### src/rtl/axis_arb_pkg.sv
`default_nettype none
// ---------------------------------------------------------------------------
// Module : axis_arb_pkg
// Brief  : Shared types and constants for the AXI-Stream pipeline arbiter.
// Rev    : 1.0 - initial release
// ---------------------------------------------------------------------------
package axis_arb_pkg;

   localparam int unsigned c_data_w = 16;
   localparam int unsigned c_cnt_w  = 32;

   typedef enum logic [0:0] {
      IDLE  = 1'b0,
      GRANT = 1'b1
   } arb_state_t;

   typedef logic tag_t;

   // Round-robin pick: a lone requester wins outright, a tie goes to the one not served last.
   function automatic tag_t rr_pick(input logic v0, input logic v1, input tag_t last);
      if (v0 && v1) begin
         return ~last;
      end
      return tag_t'(v1);
   endfunction

endpackage
`default_nettype wire

### src/rtl/tag_fifo.sv
`default_nettype none
// ---------------------------------------------------------------------------
// Module : tag_fifo
// Brief  : Synchronous DEPTH x 1 FIFO holding the requester tag of each beat.
// Rev    : 1.0 - initial release
// ---------------------------------------------------------------------------
module tag_fifo
   import axis_arb_pkg::*;
#(
   parameter int DEPTH = 8
) (
   input  logic clock,
   input  logic reset,
   input  logic push,
   input  tag_t push_tag,
   input  logic pop,
   output tag_t pop_tag,
   output logic full,
   output logic empty
);

   localparam int c_aw = $clog2(DEPTH);

   logic [c_aw:0]    r_wptr;
   logic [c_aw:0]    r_rptr;
   logic [DEPTH-1:0] r_mem;
   logic [c_aw:0]    w_count;

   // Extra wrap bit lets the pointer difference span 0..DEPTH inclusive.
   assign w_count = r_wptr - r_rptr;
   assign full    = (w_count == (c_aw+1)'(DEPTH));
   assign empty   = (w_count == '0);
   assign pop_tag = r_mem[r_rptr[c_aw-1:0]];

   always_ff @(posedge clock) begin
      if (reset) begin
         r_wptr <= '0;
         r_rptr <= '0;
         r_mem  <= '0;
      end else begin
         if (push && !full) begin
            r_mem[r_wptr[c_aw-1:0]] <= push_tag;
            r_wptr                  <= r_wptr + 1'b1;
         end
         if (pop && !empty) begin
            r_rptr <= r_rptr + 1'b1;
         end
      end
   end

endmodule
`default_nettype wire

### src/rtl/axis_pipeline_arbiter.sv
`default_nettype none
// ---------------------------------------------------------------------------
// Module : axis_pipeline_arbiter
// Brief  : Round-robin packet arbiter sharing one stream pipeline between two
//          requesters, with tag-based routing of results back to each side.
// Rev    : 1.0 - initial release
// ---------------------------------------------------------------------------
module axis_pipeline_arbiter
   import axis_arb_pkg::*;
#(
   parameter int DATA_W    = c_data_w,
   parameter int TAG_DEPTH = 8
) (
   input  logic              clock,
   input  logic              reset,
   input  logic [DATA_W-1:0] s0_tdata,
   input  logic              s0_tvalid,
   input  logic              s0_tlast,
   output logic              s0_tready,
   input  logic [DATA_W-1:0] s1_tdata,
   input  logic              s1_tvalid,
   input  logic              s1_tlast,
   output logic              s1_tready,
   output logic [DATA_W-1:0] pipe_in_tdata,
   output logic              pipe_in_tvalid,
   output logic              pipe_in_tlast,
   input  logic              pipe_in_tready,
   input  logic [DATA_W-1:0] pipe_out_tdata,
   input  logic              pipe_out_tvalid,
   input  logic              pipe_out_tlast,
   output logic              pipe_out_tready,
   output logic [DATA_W-1:0] m0_tdata,
   output logic              m0_tvalid,
   output logic              m0_tlast,
   input  logic              m0_tready,
   output logic [DATA_W-1:0] m1_tdata,
   output logic              m1_tvalid,
   output logic              m1_tlast,
   input  logic              m1_tready,
   output logic [c_cnt_w-1:0] beats0,
   output logic [c_cnt_w-1:0] beats1,
   output logic              err
);

   localparam logic [c_cnt_w-1:0] c_one = c_cnt_w'(1);

   arb_state_t         r_state;
   tag_t               r_grant;
   tag_t               r_last;
   logic [c_cnt_w-1:0] r_beats0;
   logic [c_cnt_w-1:0] r_beats1;
   logic               r_err;

   logic w_active, w_full, w_empty, w_in_hs, w_pop;
   logic w_sel_valid, w_sel_last, w_out_to0, w_out_to1;
   logic [DATA_W-1:0] w_sel_data;
   tag_t w_head;

   assign w_active    = (r_state == GRANT);
   assign w_sel_valid = r_grant ? s1_tvalid : s0_tvalid;
   assign w_sel_last  = r_grant ? s1_tlast  : s0_tlast;
   assign w_sel_data  = r_grant ? s1_tdata  : s0_tdata;

   assign pipe_in_tvalid = w_active && w_sel_valid && !w_full;
   assign pipe_in_tdata  = w_active ? w_sel_data : '0;
   assign pipe_in_tlast  = w_active && w_sel_last;
   assign s0_tready      = w_active && !r_grant && pipe_in_tready && !w_full;
   assign s1_tready      = w_active &&  r_grant && pipe_in_tready && !w_full;
   assign w_in_hs        = pipe_in_tvalid && pipe_in_tready;

   // Results route by the oldest outstanding tag; with none outstanding the beat is sunk.
   assign w_out_to0 = !w_empty && !w_head;
   assign w_out_to1 = !w_empty &&  w_head;
   assign m0_tvalid = pipe_out_tvalid && w_out_to0;
   assign m1_tvalid = pipe_out_tvalid && w_out_to1;
   assign m0_tdata  = w_out_to0 ? pipe_out_tdata : '0;
   assign m1_tdata  = w_out_to1 ? pipe_out_tdata : '0;
   assign m0_tlast  = w_out_to0 && pipe_out_tlast;
   assign m1_tlast  = w_out_to1 && pipe_out_tlast;
   assign pipe_out_tready = w_empty ? pipe_out_tvalid : (w_head ? m1_tready : m0_tready);
   assign w_pop     = pipe_out_tvalid && pipe_out_tready && !w_empty;

   assign beats0 = r_beats0;
   assign beats1 = r_beats1;
   assign err    = r_err;

   tag_fifo #(
      .DEPTH (TAG_DEPTH)
   ) u_tag_fifo (
      .clock    (clock),
      .reset    (reset),
      .push     (w_in_hs),
      .push_tag (r_grant),
      .pop      (w_pop),
      .pop_tag  (w_head),
      .full     (w_full),
      .empty    (w_empty)
   );

   always_ff @(posedge clock) begin
      if (reset) begin
         r_state  <= IDLE;
         r_grant  <= 1'b0;
         r_last   <= 1'b1;
         r_beats0 <= '0;
         r_beats1 <= '0;
         r_err    <= 1'b0;
      end else begin
         case (r_state)
            IDLE: begin
               if (s0_tvalid || s1_tvalid) begin
                  r_grant <= rr_pick(s0_tvalid, s1_tvalid, r_last);
                  r_state <= GRANT;
               end
            end
            GRANT: begin
               if (w_in_hs && pipe_in_tlast) begin
                  r_last  <= r_grant;
                  r_state <= IDLE;
               end
            end
            default: r_state <= IDLE;
         endcase
         if (w_in_hs) begin
            if (r_grant) r_beats1 <= r_beats1 + c_one;
            else         r_beats0 <= r_beats0 + c_one;
         end
         if (pipe_out_tvalid && w_empty) begin
            r_err <= 1'b1;
         end
      end
   end

endmodule
`default_nettype wire

### config.mk
export PLATFORM = sky130hd
export DESIGN_NAME = axis_pipeline_arbiter
export DESIGN_NICKNAME = d
export VERILOG_FILES = /design/src/rtl/axis_arb_pkg.sv /design/src/rtl/tag_fifo.sv /design/src/rtl/axis_pipeline_arbiter.sv
export SDC_FILE = /design/constraint.sdc
export NUM_CORES = 1
export LEC_CHECK = 0
export BUFFER_PORTS_ARGS = -buffer_cell sky130_fd_sc_hd__buf_2
export CAP_MARGIN = 20
export CORE_MARGIN = 3
export CORE_UTILIZATION = 45
export DETAILED_ROUTE_END_ITERATION = 8
export GPL_ROUTABILITY_DRIVEN = 0
export PLACE_DENSITY_LB_ADDON = 0.3
export SKIP_LAST_GASP = 1
export SLEW_MARGIN = 40
export SYNTH_ARGS = -nofsm -noshare
export SYNTH_HDL_FRONTEND = slang
export SYNTH_HIERARCHICAL = 1
export SYNTH_SLANG_ARGS = --single-unit
### constraint.sdc
create_clock -name clock -period 3.4 [get_ports clock]
set_input_delay 0.51 -clock clock [delete_from_list [all_inputs] [get_ports clock]]
set_output_delay 0.51 -clock clock [all_outputs]
set_load 0.05 [all_outputs]
======== Yosys cells after proc, flatten, opt, wreduce, memory -nomap -nowiden ========
Cells that the tools add are included.
Widths: inputs -> output; s select.
word-level totals
  word-level logic and storage cells ...... 77
  flip-flop bits (word level) ............. 84
  output and inout port bits .............. 122
cells by class
  muxes and demuxes ....................... 22
  reductions and logical operators ........ 34
  $add $sub $neg .......................... 5
  equality and inequality tests ........... 1
  order comparisons ....................... 3
  bitwise logic cells ..................... 3
operators with widths
  operator               number
  $add 32x1->32 const B  2
  $mux 16                4
  $logic_and 1x1->1      24
  $mux 1                 14
  $add 4x1->4 const B    2
  $bwmux 8               1
  $lt 3x4->1 const B     2
  $reduce_and 2->1       4
  $eq 4x4->1 const B     1
  $logic_not 1->1        4
  $logic_not 4->1        1
  $sub 4x4->4            1
  $bmux 1 s3             1
  $demux 1 s3            1
  $ge 3x1->1 const B     1
  $not 1->1              3
  $pmux 1 s2             1
  $logic_or 1x1->1       1

======== Longest topological paths before layout ========
Gate-level depths: netlist of run 1.
  word-level depth ........................ 8
  mapped depth ............................ 14
  depth with buffers taken out ............ 12

======== By module ========
The synthesis of run 1 kept the hierarchy.
modules (own cells, without submodules)
  module                 area each (sq um)  times used  cells an instance
  axis_pipeline_arbiter  3958.8             1           486
  tag_fifo               993.5              1           108

======== Least setup slack after synthesis of run 1 ========
No wires, ideal clock.
  path type ............................... register -> register
  start ................................... reg u_tag_fifo.r_rptr[2]
  end ..................................... reg r_beats0[25] (netlist: beats0[25])
  slack ................................... 210 ps
  arrival ................................. 3120 ps
  cell stages (with the launch flop) ...... 14
  setup time .............................. 70 ps
  cells stage by stage .................... dfxtp_1 -> inv_1 -> ha_1 -> a21oi_1 -> a21oi_2 -> o211ai_4 -> inv_2 -> nand4bb_1 -> buf_2 -> or4_4 -> buf_6 -> buf_6 -> or4_1 -> a21oi_1
on the way
  word-level cells in the longest chain between the ends .. 6
RTL lines
  what                               line                          RTL
  start, declared                    tag_fifo.sv:25                logic [c_aw:0] r_rptr;
  start signal, assigned             tag_fifo.sv:46                r_rptr <= r_rptr + 1'b1;
  $sub 4x4->4                        tag_fifo.sv:30                assign w_count = r_wptr - r_rptr;
  $eq 4x4->1                         tag_fifo.sv:31                assign full = (w_count == (c_aw+1)'(DEPTH));
  net w_full                         axis_pipeline_arbiter.sv:54   logic w_active, w_full, w_empty, w_in_hs, w_pop;
  $logic_not 1->1                    axis_pipeline_arbiter.sv:64   assign pipe_in_tvalid = w_active && w_sel_valid && !w_full;
  $logic_and 1x1->1                  axis_pipeline_arbiter.sv:64
  $logic_and 1x1->1                  axis_pipeline_arbiter.sv:69   assign w_in_hs = pipe_in_tvalid && pipe_in_tready;
  $reduce_and 2->1 (no source line)  -
  end signal, assigned               axis_pipeline_arbiter.sv:126  else r_beats0 <= r_beats0 + c_one;
  end, declared                      axis_pipeline_arbiter.sv:50   logic [c_cnt_w-1:0] r_beats0;
The timed path passes the listed nets, and every way through them passes these cells.
A chain may end at the register's enable or synchronous reset.

======== Worst setup path after layout of run 1 ========
  start ................................... reg u_tag_fifo.r_rptr[2]
  end ..................................... reg r_beats0[31] (netlist: beats0[31])
Same word-level chain as after synthesis.

==> results of run 1 <==
-- cells by family after synthesis --
family	Yosys count
AND/OR/NAND/NOR	293
AO/OA/AOI/OAI	91
flip-flops	84
buffers and inverters	55
multiplexers	44
XOR/XNOR	20
adder cells (fa/ha/maj)	7
-- cells in the mapped netlist (16+ instances only) --
library cell	instances	area (um^2)
or4_1	27	203
mux2i_1	26	260
a21oi_1	44	220
nand4_1	26	163
dfxtp_1	84	1680
o21ai_0	16	80.1
clkbuf_1	24	90.1
nand2_1	30	113
and2_1	42	263
nand3_1	25	125
o31ai_1	24	180
nor2_1	38	143
nor2b_1	31	194
inv_1	17	63.8
-- layer usage --
| layer | track usage | share of wire |
|---|---|---|
| met1 | 0.256 | 0.39 |
| met2 | 0.401 | 0.51 |
| met3 | 0.0529 | 0.067 |
| met4 | 0.0920 | 0.026 |
| met5 | 0 | 0 |
-- state kept, by name, summed over array words and instances, names as in the netlist --
name	count
r_last	1
r_state	1
err	1
u_tag_fifo/r_mem	8
r_grant	1
u_tag_fifo/r_rptr	4
beats1	32
beats0	32
u_tag_fifo/r_wptr	4
-- final timing paths --
path	startpoint	end	slack [ns]
setup / recovery	u_tag_fifo/r_rptr[2]$_SDFFE_PP0P_	beats0[31]$_SDFFE_PP0P_	0.05
hold / removal	pipe_out_tvalid	err$_SDFFE_PP0P_	0.44
setup reg to reg	u_tag_fifo/r_rptr[2]$_SDFFE_PP0P_	beats0[31]$_SDFFE_PP0P_	0.05
hold reg to reg	u_tag_fifo/r_mem[0]$_SDFFE_PP0P_	u_tag_fifo/r_mem[0]$_SDFFE_PP0P_	0.48
-- critical path, cell delays in order (launching register included) --
cell       delay [ns]
dfxtp_1          0.40
inv_1            0.08
ha_1             0.35
a21oi_1          0.29
a21oi_2          0.17
o211ai_4         0.23
inv_2            0.10
nand4bb_1        0.26
or4_1            0.68
nor4_1           0.32
mux2_2           0.37
-- per-stage QoR --
step           hold slack (ns)  cells  utilization  setup WS, ns
6_report                 0.438    899        0.582        0.0474
5_1_grt                  0.447    899        0.582       -0.0945
4_1_cts                  0.420    899        0.581       0.00389
3_5_place_dp             0.470    883        0.565        0.0440
3_3_place_gp             0.449    883        0.565         0.197
2_1_floorplan            0.446    594            -         0.210
-- final cells by class --
cell class	count	area, um^2
clock buffers	11	131
clock inverters	5	28.8
fillers	954	4400
inverters	18	67.6
multi-input cells	455	3050
flip-flops and latches	84	1680
well taps	136	170
repair buffers	190	988
-- power breakdown --
group          switching [mW]  leakage, nW  internal (mW)
combinational           0.209         1.86         0.0920
sequential            0.00963        0.677          0.988
clock                   0.359       0.0868          0.263
-- timing repair --
item	4_1_cts	5_1_grt
hold buffers	0	0
pin swaps	0	1
resized for setup	1	1
setup endpoints to repair	18	55
setup buffers	0	0
==> flow_metrics.tcl, run 1 <==
set metrics [dict create \
    fin_crit_sh 0.986 \
    fp-row-count 37 \
    grtUsageTotal 0.224 \
    fmax_ghz 0.298 \
    mostFrequentLayoutCell "buf_2" \
    ir_drop_v 0.000203 \
    drtPass1Iterations 4 \
    ff2ff_path_depth 10 \
    clock-root-buffer "clkbuf_8" \
    final_layout_size_suffix_gt1_frac 0.305 \
    clkLatencyLatePin_ns 0.36 \
    coreArea_um2 10500 \
    drt_iter0_drc 226 \
    grt_pass1_wl_um 23200 \
    finalInstanceArea_um2 6110 \
    critPathMaxFanout 8 \
    ios 181 \
    yosysUniqueCellTypes 47 \
    ys_ff_latch 84 \
    dieWidth_um 111 \
    grt_max_degree 43 \
    p_total_mw 1.92 \
    clockBufferDepth 2 \
    synth_top_family_by_area "simple AND/OR/NAND/NOR gates" \
    worstSetupStartpointType "flop" \
    drc 0 \
    overflow 0 \
    tns_ns 0 \
    start_util 0.471 \
    synthAdderAreaFrac 0.0177 \
    crit_path_end_kind "flop" \
    ant_nets 0 \
    hold_depth 3 \
    critical_path_required_ns 3.65 \
    htreeDepth 3 \
    placed_area_um2 5940 \
    status "completed" \
    place_hpwl_um 11100 \
    tightest_slew_ns 0.701 \
    cts_buffers 9 \
    syn_inst 594 \
    powerDensity_nw_per_um2 314 \
    syn-num-nets 660 \
    ys_seq_area_frac 0.340 \
    path_class "flop to flop" \
    finalSetupViolCount 0 \
    wl_um 14400 \
    io_buffers 180 \
    dieArea_um2 12300 \
    cts_tree "built" \
    hold_viol 0 \
    vias 5131 \
    hp-class "primary input to flop" \
    antenna_found_initial 0 \
    async_flop_share 0 \
    syn_area_um2 4950 \
    mostFrequentLayoutCells "180 x buf_2, 84 x dfxtp_1, 44 x a21oi_1" \
    path_clk_slew_ns 0.08 \
    grt_pass1_vias 4694 \
    p_leak_nw 2.62 \
    area_growth_pct 23.4 \
    synth_xor_area_frac 0.0354 \
    synth_compound_area_frac 0.114 \
    wire_per_inst_um 16.1 \
    synth-simple-area-share 0.347 \
    clock_skew_ns 0.0119 \
    postSynthAreaPerCell_um2 8.34 \
    slew_violations 0 \
    rsz0062_at_grt "true" \
    synth-edff-count 0 \
    drt-vias-per-instance 5.71 \
    finish.net_count 824 \
    max_cap_violations 0 \
    ys.warnings.count 6 \
    yosys-mux-area-fraction 0.0988 \
    max_slew_margin 0.533 \
    diodes 0 \
    finalCriticalPeriod_ns 3.35 \
    cts_sinks 84 \
    die_h_um 111 \
    synth_ff_type "dfxtp_1" \
    critPathArrivalTime_ns 3.60 \
]
Note: power is estimated with default switching activity, not from simulation.
==> inputs of run 2 (changes only) <==
==> constraint.sdc (replaced) <==
create_clock -name clock -period 2.9 [get_ports clock]
set_input_delay 0.435 -clock clock [delete_from_list [all_inputs] [get_ports clock]]
set_output_delay 0.435 -clock clock [all_outputs]
set_load 0.05 [all_outputs]
==> run 2 against run 1 <==
Compared with the run above: final cell count grew 2.3%; combinational power rose by 21%; setup slack worse by 0.030 ns; core utilization grew 3.8 points; hold slack worse by 0.074 ns.
==> flow_metrics.tcl, run 2 (synthesis results as in run 1) <==
set metrics [dict create \
    status "completed" \
    grt_pass1_vias 4793 \
    grt_pass1_wl_um 22400 \
    ir_drop_v 0.000282 \
    cts_buffers 9 \
    hold_viol 0 \
    clkLatencyLatePin_ns 0.36 \
    path_class "flop to flop" \
    fp-row-count 37 \
    hp-class "primary input to flop" \
    post-place-ws_ns -0.0149 \
    wire_per_inst_um 15.3 \
    p_switching_uw 702 \
    setup_ws_ns 0.0174 \
    clock-root-buffer "clkbuf_8" \
    clock_skew_ns 0.0140 \
    dp.cells 896 \
    p_leak_nw 2.78 \
    max_slew_margin 0.699 \
    register_area_um2 1690 \
    whs_ns 0.364 \
    wl_um 14000 \
    grtUsageTotal 0.211 \
    critical_path_required_ns 3.20 \
    post-route-util 0.620 \
    post_layout_nonfiller_instances 920 \
    p_int_mw 1.68 \
    cts_sinks 84 \
    max_cap_violations 0 \
    ant_nets 0 \
    p_seq_frac 0.487 \
    slew_violations 0 \
    crit_path_end_kind "flop" \
    dieArea_um2 12300 \
    place_hpwl_um 10100 \
    antenna_found_initial 0 \
    vias 5158 \
    drt-vias-per-instance 5.61 \
    cts_tree "built" \
    clockBufferDepth 2 \
    swShare 0.294 \
    overflow 0 \
    critPathArrivalTime_ns 3.19 \
    worstSetupStartpointType "flop" \
    io_buffers 180 \
    fin_crit_sh 0.994 \
    start_util 0.471 \
    finish.net_count 845 \
    multi_input_area_um2 3220 \
    finalCriticalPeriod_ns 2.88 \
    pwr-share-comb 0.153 \
    clkPwrFrac 0.360 \
    tightest_slew_ns 0.451 \
    mostFrequentLayoutCells "179 x buf_2, 80 x dfxtp_1, 42 x and2_1" \
    powerDensity_nw_per_um2 366 \
    mostFrequentLayoutCell "buf_2" \
    ios 181 \
    drt_iter0_drc 281 \
    coreArea_um2 10500 \
    path_clk_slew_ns 0.10 \
    grt_max_degree 44 \
    finalInstanceArea_um2 6510 \
    die_h_um 111 \
    final_layout_size_suffix_gt1_frac 0.364 \
    finalSetupViolCount 0 \
    htreeDepth 3 \
    fmax_ghz 0.347 \
    dieWidth_um 111 \
    placed_area_um2 6080 \
    critPathMaxFanout 8 \
    diodes 0 \
    rsz0062_at_grt "true" \
    drc 0 \
    drtPass1Iterations 5 \
    fillers 922 \
    area_growth_pct 31.5 \
]
-- run 2: cell count changes in the layout (fill, tap and decap cells not counted), sizes merged --
cell / before / now
clkinvlp: 0 / 1
inv: 18 / 21
or4: 28 / 30
bufinv: 0 / 1
buf: 190 / 209
clkbuf: 11 / 10
clkinv: 5 / 1
-- run 2: final timing paths --
path | from | endpoint | slack [ns] | cells past startpoint
max | u_tag_fifo/r_rptr[2]$_SDFFE_PP0P_ | beats0[20]$_SDFFE_PP0P_ | 0.02 | 10
min | pipe_out_tvalid | err$_SDFFE_PP0P_ | 0.36 | 3
max reg2reg | u_tag_fifo/r_rptr[2]$_SDFFE_PP0P_ | beats0[20]$_SDFFE_PP0P_ | 0.02 | 10
min reg2reg | err$_SDFFE_PP0P_ | err$_SDFFE_PP0P_ | 0.47 | 2
-- run 2: per-stage QoR --
step	setup TNS [ns]	power, mW
finish	0	2.39
global route	-1.78	2.48
CTS	-3.25	2.39
detailed placement	-0.0292	1.54
global placement	0	1.53
floorplan	-0.0136	1.43
-- run 2: layout make-up --
cell class	instances	area share
Sequential cell	84	0.260
Clock buffer	10	0.0196
Multi-Input combinational cell	457	0.494
Tap cell	136	0.0261
Inverter	18	0.0104
Clock inverter	6	0.0108
Timing Repair Buffer	209	0.179
-- run 2: metal layers --
layer / global-route usage / up-vias / routed length [um] / part of all wire
met5: 0 / - / 0 / 0
met4: 0.0419 / 0 / 116 / 0.0083
met3: 0.0551 / 13 / 1160 / 0.082
met2: 0.367 / 216 / 7020 / 0.50
met1: 0.265 / 2405 / 5760 / 0.41
li1: - / 2524 / - / -
-- run 2: power groups by stage --
stage | Combinational [mW] | Sequential (mW) | Clock (mW)
2_1_floorplan | 0.228 | 1.20 | 0
3_3_place_gp | 0.342 | 1.19 | 0
3_5_place_dp | 0.349 | 1.19 | 0
4_1_cts | 0.352 | 1.16 | 0.877
5_1_grt | 0.388 | 1.16 | 0.924
6_report | 0.364 | 1.16 | 0.860
-- run 2: critical path, stage by stage (launching register included) --
cell,delay [ns]
dfxtp_2,0.34
inv_2,0.05
ha_4,0.24
a21oi_2,0.20
a21oi_2,0.12
o211ai_4,0.21
inv_2,0.08
nand4bb_4,0.29
or4_4,0.65
or4_4,0.52
a21oi_2,0.14
-- run 2: what timing repair did --
| action | in CTS | in global routing |
|---|---|---|
| hold buffers | 0 | 0 |
| gates resized for setup | 6 | 34 |
| cloned | 0 | 2 |
| setup endpoints to repair | 45 | 74 |
| endpoints found under the hold margin | 0 | 0 |
| buffers inserted | 1 | 5 |
| pin swaps | 2 | 23 |
